## config.mk

```make
export PLATFORM = sky130hd
export DESIGN_NAME = alu_step_ctrl
export DESIGN_NICKNAME = d
export VERILOG_FILES = /design/src/rtl/alu_step_ctrl.sv
export SDC_FILE = /design/constraint.sdc
export NUM_CORES = 1
export LEC_CHECK = 0
export CAP_MARGIN = 20
export CORE_MARGIN = 3
export CORE_UTILIZATION = 65
export DETAILED_ROUTE_END_ITERATION = 16
export DONT_BUFFER_PORTS = 1
export HOLD_SLACK_MARGIN = 0.12
export PLACE_DENSITY_LB_ADDON = 0.12
export SKIP_CTS_REPAIR_TIMING = 1
export SLEW_MARGIN = 20
export SYNTH_ARGS = -nofsm -noshare
export SYNTH_HDL_FRONTEND = slang
export SYNTH_SLANG_ARGS = --single-unit
```

## constraint.sdc

```tcl
create_clock -name CLK -period 2.9 [get_ports CLK]
set_clock_uncertainty 0.05 [all_clocks]
set_input_delay 0.435 -clock CLK [delete_from_list [all_inputs] [get_ports CLK]]
set_output_delay 0.435 -clock CLK [all_outputs]
set_load 0.02 [all_outputs]
```

## src/rtl/alu_step_ctrl.sv

```systemverilog
// Operand-entry sequencer for the board ALU: debounced ENTER/CLEAR keys step through
// operand A, operand B and opcode entry, then capture the ALU result and flags for display.
module alu_step_ctrl #(
    parameter int DEBOUNCE_CYCLES = 50000
) (
    input  logic        CLK,
    input  logic        RST,
    input  logic [17:0] SW,
    input  logic [3:0]  KEY,
    output logic [31:0] portA,
    output logic [31:0] portB,
    output logic [3:0]  aluop,
    input  logic [31:0] outPort,
    input  logic        negF,
    input  logic        zerF,
    input  logic        oveF,
    output logic [31:0] disp_val,
    output logic [2:0]  flags,
    output logic [2:0]  state
);

    localparam int CW = $clog2(DEBOUNCE_CYCLES + 1);
    localparam logic [CW-1:0] DB_LIMIT = CW'(DEBOUNCE_CYCLES);

    typedef enum logic [2:0] {
        S_LOAD_A  = 3'd0,
        S_LOAD_B  = 3'd1,
        S_LOAD_OP = 3'd2,
        S_EXEC    = 3'd3,
        S_RESULT  = 3'd4
    } state_t;

    logic [16:0]   sw_meta_q;
    logic [16:0]   sw_sync_q;
    logic [1:0]    key_meta_q;
    logic [1:0]    key_sync_q;
    logic [1:0]    key_db_q;
    logic [1:0]    key_db_d;
    logic [1:0]    key_prev_q;
    logic [CW-1:0] cnt_q [2];
    logic [CW-1:0] cnt_d [2];

    logic          enter_s;
    logic          clear_s;
    logic [31:0]   operand_s;
    logic          unused_s;

    state_t        state_q;
    state_t        state_d;
    logic [31:0]   rega_q;
    logic [31:0]   rega_d;
    logic [31:0]   regb_q;
    logic [31:0]   regb_d;
    logic [3:0]    op_q;
    logic [3:0]    op_d;
    logic [31:0]   result_q;
    logic [31:0]   result_d;
    logic [2:0]    flags_q;
    logic [2:0]    flags_d;

    assign unused_s  = ^{KEY[3:2], SW[17]};
    assign operand_s = {{16{sw_sync_q[15]}}, sw_sync_q[15:0]};
    // A press is a debounced high-to-low transition; releases are ignored.
    assign enter_s   = key_prev_q[0] & ~key_db_q[0];
    assign clear_s   = key_prev_q[1] & ~key_db_q[1];

    // Debounce counters: count while the synchronized level disagrees with the accepted one.
    always_comb begin
        for (int i = 0; i < 2; i++) begin
            key_db_d[i] = key_db_q[i];
            cnt_d[i]    = '0;
            if (key_sync_q[i] != key_db_q[i]) begin
                if (cnt_q[i] == DB_LIMIT) begin
                    key_db_d[i] = key_sync_q[i];
                    cnt_d[i]    = '0;
                end else begin
                    cnt_d[i]    = cnt_q[i] + CW'(1);
                end
            end else begin
                cnt_d[i] = '0;
            end
        end
    end

    // Input synchronizers, debounced levels and edge-detect history.
    always_ff @(posedge CLK) begin
        if (RST) begin
            sw_meta_q  <= 17'd0;
            sw_sync_q  <= 17'd0;
            key_meta_q <= 2'b11;
            key_sync_q <= 2'b11;
            key_db_q   <= 2'b11;
            key_prev_q <= 2'b11;
            for (int i = 0; i < 2; i++) begin
                cnt_q[i] <= '0;
            end
        end else begin
            sw_meta_q  <= SW[16:0];
            sw_sync_q  <= sw_meta_q;
            key_meta_q <= KEY[1:0];
            key_sync_q <= key_meta_q;
            key_db_q   <= key_db_d;
            key_prev_q <= key_db_q;
            for (int i = 0; i < 2; i++) begin
                cnt_q[i] <= cnt_d[i];
            end
        end
    end

    // Sequencer next state and register captures; CLEAR overrides everything.
    always_comb begin
        state_d  = state_q;
        rega_d   = rega_q;
        regb_d   = regb_q;
        op_d     = op_q;
        result_d = result_q;
        flags_d  = flags_q;
        if (clear_s) begin
            state_d  = S_LOAD_A;
            rega_d   = 32'd0;
            regb_d   = 32'd0;
            op_d     = 4'd0;
            result_d = 32'd0;
            flags_d  = 3'd0;
        end else begin
            case (state_q)
                S_LOAD_A: begin
                    if (enter_s) begin
                        rega_d  = operand_s;
                        state_d = S_LOAD_B;
                    end else begin
                        state_d = S_LOAD_A;
                    end
                end
                S_LOAD_B: begin
                    if (enter_s) begin
                        regb_d  = operand_s;
                        state_d = S_LOAD_OP;
                    end else begin
                        state_d = S_LOAD_B;
                    end
                end
                S_LOAD_OP: begin
                    if (enter_s) begin
                        op_d    = sw_sync_q[3:0];
                        state_d = S_EXEC;
                    end else begin
                        state_d = S_LOAD_OP;
                    end
                end
                S_EXEC: begin
                    result_d = outPort;
                    flags_d  = {negF, zerF, oveF};
                    state_d  = S_RESULT;
                end
                S_RESULT: begin
                    if (enter_s) begin
                        if (sw_sync_q[16]) begin
                            rega_d  = result_q;
                            state_d = S_LOAD_B;
                        end else begin
                            state_d = S_LOAD_A;
                        end
                    end else begin
                        state_d = S_RESULT;
                    end
                end
                default: begin
                    state_d = S_LOAD_A;
                end
            endcase
        end
    end

    // Sequencer state and operand/result registers.
    always_ff @(posedge CLK) begin
        if (RST) begin
            state_q  <= S_LOAD_A;
            rega_q   <= 32'd0;
            regb_q   <= 32'd0;
            op_q     <= 4'd0;
            result_q <= 32'd0;
            flags_q  <= 3'd0;
        end else begin
            state_q  <= state_d;
            rega_q   <= rega_d;
            regb_q   <= regb_d;
            op_q     <= op_d;
            result_q <= result_d;
            flags_q  <= flags_d;
        end
    end

    // Display source: the live entry value while loading, the stored result otherwise.
    always_comb begin
        disp_val = 32'd0;
        case (state_q)
            S_LOAD_A:  disp_val = operand_s;
            S_LOAD_B:  disp_val = operand_s;
            S_LOAD_OP: disp_val = {28'd0, sw_sync_q[3:0]};
            S_EXEC:    disp_val = result_q;
            S_RESULT:  disp_val = result_q;
            default:   disp_val = 32'd0;
        endcase
    end

    assign portA = rega_q;
    assign portB = regb_q;
    assign aluop = op_q;
    assign flags = flags_q;
    assign state = state_q;

endmodule

```

[After elaboration in Yosys (flattened, before gate mapping)]
Memory sizes are Yosys's and may differ from the RTL's.
Index checks and enable logic that the tools add are counted.
Cells by class
  $add $sub $neg: 2
  equal/unequal tests: 11
  multiplexer cells: 20
  bitwise operators: 6
  reductions and logical operators: 10
Operators with widths (number)
  $mux W16: 6
  $mux W32: 3
  $pmux W32 S3: 1
  $pmux W32 S2: 1
  $add A16 B1 Y16 const B: 2
  $eq A16 B16 Y1 const B: 2
  $pmux W3 S5: 1
  $reduce_and A2 Y1: 4
  $eq A3 B2 Y1 const B: 2
  $mux W1: 6
  $ne A2 B2 Y1 const B: 3
  $reduce_or A2 Y1: 3
  $reduce_and A4 Y1: 1
  $eq A3 B1 Y1 const B: 1
  $eq A3 B3 Y1 const B: 1
  $logic_not A3 Y1: 1
  $mux W3: 1
  $and A1 B1 Y1: 2
  $mux W2: 1
  $ne A1 B1 Y1: 2
  $not A1 Y1: 2
  $or A1 B1 Y1: 2
  $reduce_bool A2 Y1: 1
Storage, ports and cells
  register bits after elaboration: 132
  memory bits (writable): 32
  input port bits: 59
  output and inout bits: 106
  logic and storage cells: 63
  memories: 1
Memory list
  cnt_q: words 2, bits a word 16, rd ports 2, clocked after Yosys merged registers in 0, write ports 2, line 40  | logic [CW-1:0] cnt_q [2];

[Longest topological paths before layout]
An unclocked memory read counts as a cell.
  depth in word-level cells: 5
  depth in mapped cells: 8
  gate-level depth less buffers: 6

[Worst setup path after synthesis]
OpenSTA, ideal clock, no wires.
  kind: reg-to-output
  start: reg state_q[2], in the netlist state[2]
  end: out disp_val[0]
  arrival time: 1.695 ns
  data required time: 2.415 ns
  setup slack: 0.720 ns
  cell stages (with the launch flop): 7
  buffers on the path: 3
  cell sequence: dfxtp_1 -> buf_2 -> nand2b_1 -> clkbuf_1 -> o21ai_1 -> clkbuf_1 -> a22o_1
Between the ends
  word-level cells in the longest chain between the ends: 3
  elaborated cells between the ends (all ways): 8
  those cells by class: eq/ne: 4; mux: 1; reduce/logical: 3
RTL lines
  start: declaration: line 48  | state_t state_q;
  start signal: assignment: line 185  | state_q <= state_d;
  $eq A3 B3 Y1, or another cell as far along: line 197  | case (state_q)
  $reduce_or A2 Y1 (no source line)
  $pmux W32 S3 *: line 197
  end: declaration: line 17  | output logic [31:0] disp_val,
Every way passes the cells marked *; elsewhere a longest branch is shown, timed or not.

[Worst setup path after layout]
Same ends and word-level chain as after synthesis.

==> reports/metrics.cfg <==
[run_status]
status = finished, final reports clean

[synth]
synth.top_cell.area_share = 0.508
synthesis.area_um2 = 6460
syn-instance-count = 746
synth_top_cell_by_area = dfxtp_1
ys_warn_count = 0
synth_cell_types = 44
synth_area_leaders = dfxtp_1, nand2_1, a21oi_1, a311oi_1, nor2_1
yosys_register_bits = 164
ys_seq_area_frac = 0.508
syn_nets = 809
syn_avg_cell_area_um2 = 8.66

[place]
place.gp.congestion = 0.888
hpwl_um = 10200
io_buffers = 0
post-place-ws_ns = 0.673

[detailed_routing]
drtIter0Drc = 444
remaining_drc_errors = 0
wl_um = 15800
antenna_left = 0
first_pass_iters = 7
wl_per_cell_um = 17.4
vias = 5321
vias_per_cell = 5.85

[hold_path]
whs_path_depth = 2
hold_path.class = input pin to flip-flop

[cells_and_area]
final_cell_mix = dfxtp_1, nand2_1, nor2_1
fillers = 611
nets = 830
multi_input_area_um2 = 2820
drive_gt1_frac = 0.0732
area_growth_pct = 17.5
regArea_um2 = 3290
final_common_cell = dfxtp_1

[floorplan]
coreArea_um2 = 9460
die-area_um2 = 11200
io_pins = 165
start_util = 0.683
die_w_um = 106
die_h_um = 106
num_rows = 35

[grt]
antenna_found_initial = 0
grt_pass1_vias = 4649
grt_pass1_wl_um = 23500
grt_max_degree = 65
grt-ovfl-total = 0
grt_use_total = 0.260

[setup_path]
crit_chain = inv_2 > nand3_1 > o21ai_2 > buf_4 > a22o_1 > buf_12
cp_max_fo = 16
cp_top_family = flip-flops
path_buf_inv = 3
start_kind = flip-flop
crit_cells = 6
worstPathArrival_ns = 2.26
crit_required_ns = 2.41
max_stage_delay_ns = 0.74
end_kind = primary output
cp_slowest_cell = dfxtp_1
worstSetupPathType = flip-flop to primary output
rr_worst_depth = 4

[timing]
tightest_slew_ns = 0.991
finalCritPeriodShare = 0.946
rsz0062_at_grt = no
finalMaxSlewViolations = 0
timing.final.crit_period_ns = 2.74
hold_slack_ns = 0.152
hold_viol_final = 0
fmaxAchievable_mhz = 365
setup_slack_ns = 0.158
finalSetupTns_ns = 0
slew_headroom = 0.339
setup_viol = 0

[power]
peakVddDrop_mv = 0.426
p_comb_frac = 0.038
p_leak_nw = 2.70
p_clk_frac = 0.474
netSwitchingPower_uw = 979
p_int_mw = 3.72
p_sw_frac = 0.208
seqPwrFrac = 0.488
p_per_area_nw_per_um2 = 619

[clock_tree]
clock_latency_ns = 0.51
root_buffer = clkbuf_8
h-tree-depth = 4
cts_buffer_depth = 2
cts_buffers = 17
cts_tree = built
path_clk_slew_ns = 0.06
cts_sinks = 164

[job]
cap_violations = 0

layout make-up:
type,instances,share of cell area
sequential,164,0.433
multi-input combinational,504,0.371
tap,129,0.0212
clock inverter,11,0.0199
inverter,11,0.00544
timing repair buffer,69,0.0909
antenna,1,0.000329
clock buffer,20,0.0586
logic make-up after synthesis:
group	after synthesis	synth area share
simple gates	335	0.239
mux	7	0.0110
xor+xnor	25	0.0339
fa+ha+maj	4	0.00774
flops	164	0.508
compound gates	133	0.143
buf+inv	78	0.0579
cells in the mapped netlist:
cell	instances
dfxtp_1	164
nand2_1	162
nor2_1	72
a21oi_1	58
clkbuf_1	40
nor2b_1	35
a311oi_1	32
a21o_1	18
buf_4	17
nand3_1	15
a22o_1	14
xnor2_1	14
xor2_1	11
nand4_1	10
inv_1	9
buf_2	8
and3_1	6
mux2i_1	6
nor3_1	5
or2_1	5
or4_1	5
ha_1	4
or3_1	4
and4_1	3
nand4bb_1	3
o31ai_1	3
inv_2	2
nand4b_1	2
nor4_2	2
o21ai_0	2
o21ai_1	2
a2111oi_4	1
a31oi_1	1
and2_1	1
buf_1	1
buf_6	1
mux2_2	1
nand2b_1	1
nand2b_4	1
nand3b_1	1
nor4_1	1
nor4bb_1	1
o211ai_1	1
o32a_1	1
layer usage:
layer | vias up | GRT usage | part of all wire
met3 | 20 | 0.0649 | 0.089
met1 | 2490 | 0.319 | 0.39
met2 | 258 | 0.449 | 0.50
met5 | - | 0 | 0
met4 | 0 | 0.0796 | 0.016
li1 | 2553 | - | -
path summary, 6_finish.rpt:
check                  end           from  slack, ns
min reg2reg  key_sync_q[0]  key_meta_q[0]       0.35
min           sw_meta_q[3]            RST       0.15
max            disp_val[0]       state[2]       0.16
max reg2reg      portA[29]       state[0]       0.65
power by group through the flow:
stage / Combinational [mW] / Clock (mW) / Sequential [mW]
floorplan: 0.0942 / 0 / 2.34
global placement: 0.106 / 0 / 2.34
detailed placement: 0.108 / 0 / 2.34
CTS: 0.109 / 2.25 / 2.29
global route: 0.191 / 2.35 / 2.29
finish: 0.179 / 2.23 / 2.29
flip-flops by register name, summed over array words and instances (netlist names):
register and flops:
cnt_q 32, portA 32, result_q 32, sw_meta_q 17
sw_sync_q 17, portB 16, aluop 4, flags 3
state 3, key_db_q 2, key_meta_q 2, key_prev_q 2
key_sync_q 2
through the flow:
stage	utilization	total power [mW]	instances	area, µm²
after floorplan	-	2.43	746	6460
after global placement	0.680	2.45	822	6440
after detailed placement	0.680	2.45	822	6440
after CTS	0.744	4.65	853	7030
after global routing	0.803	4.84	908	7590
final	0.803	4.70	909	7600
Note: power is estimated with default switching activity, not from simulation.
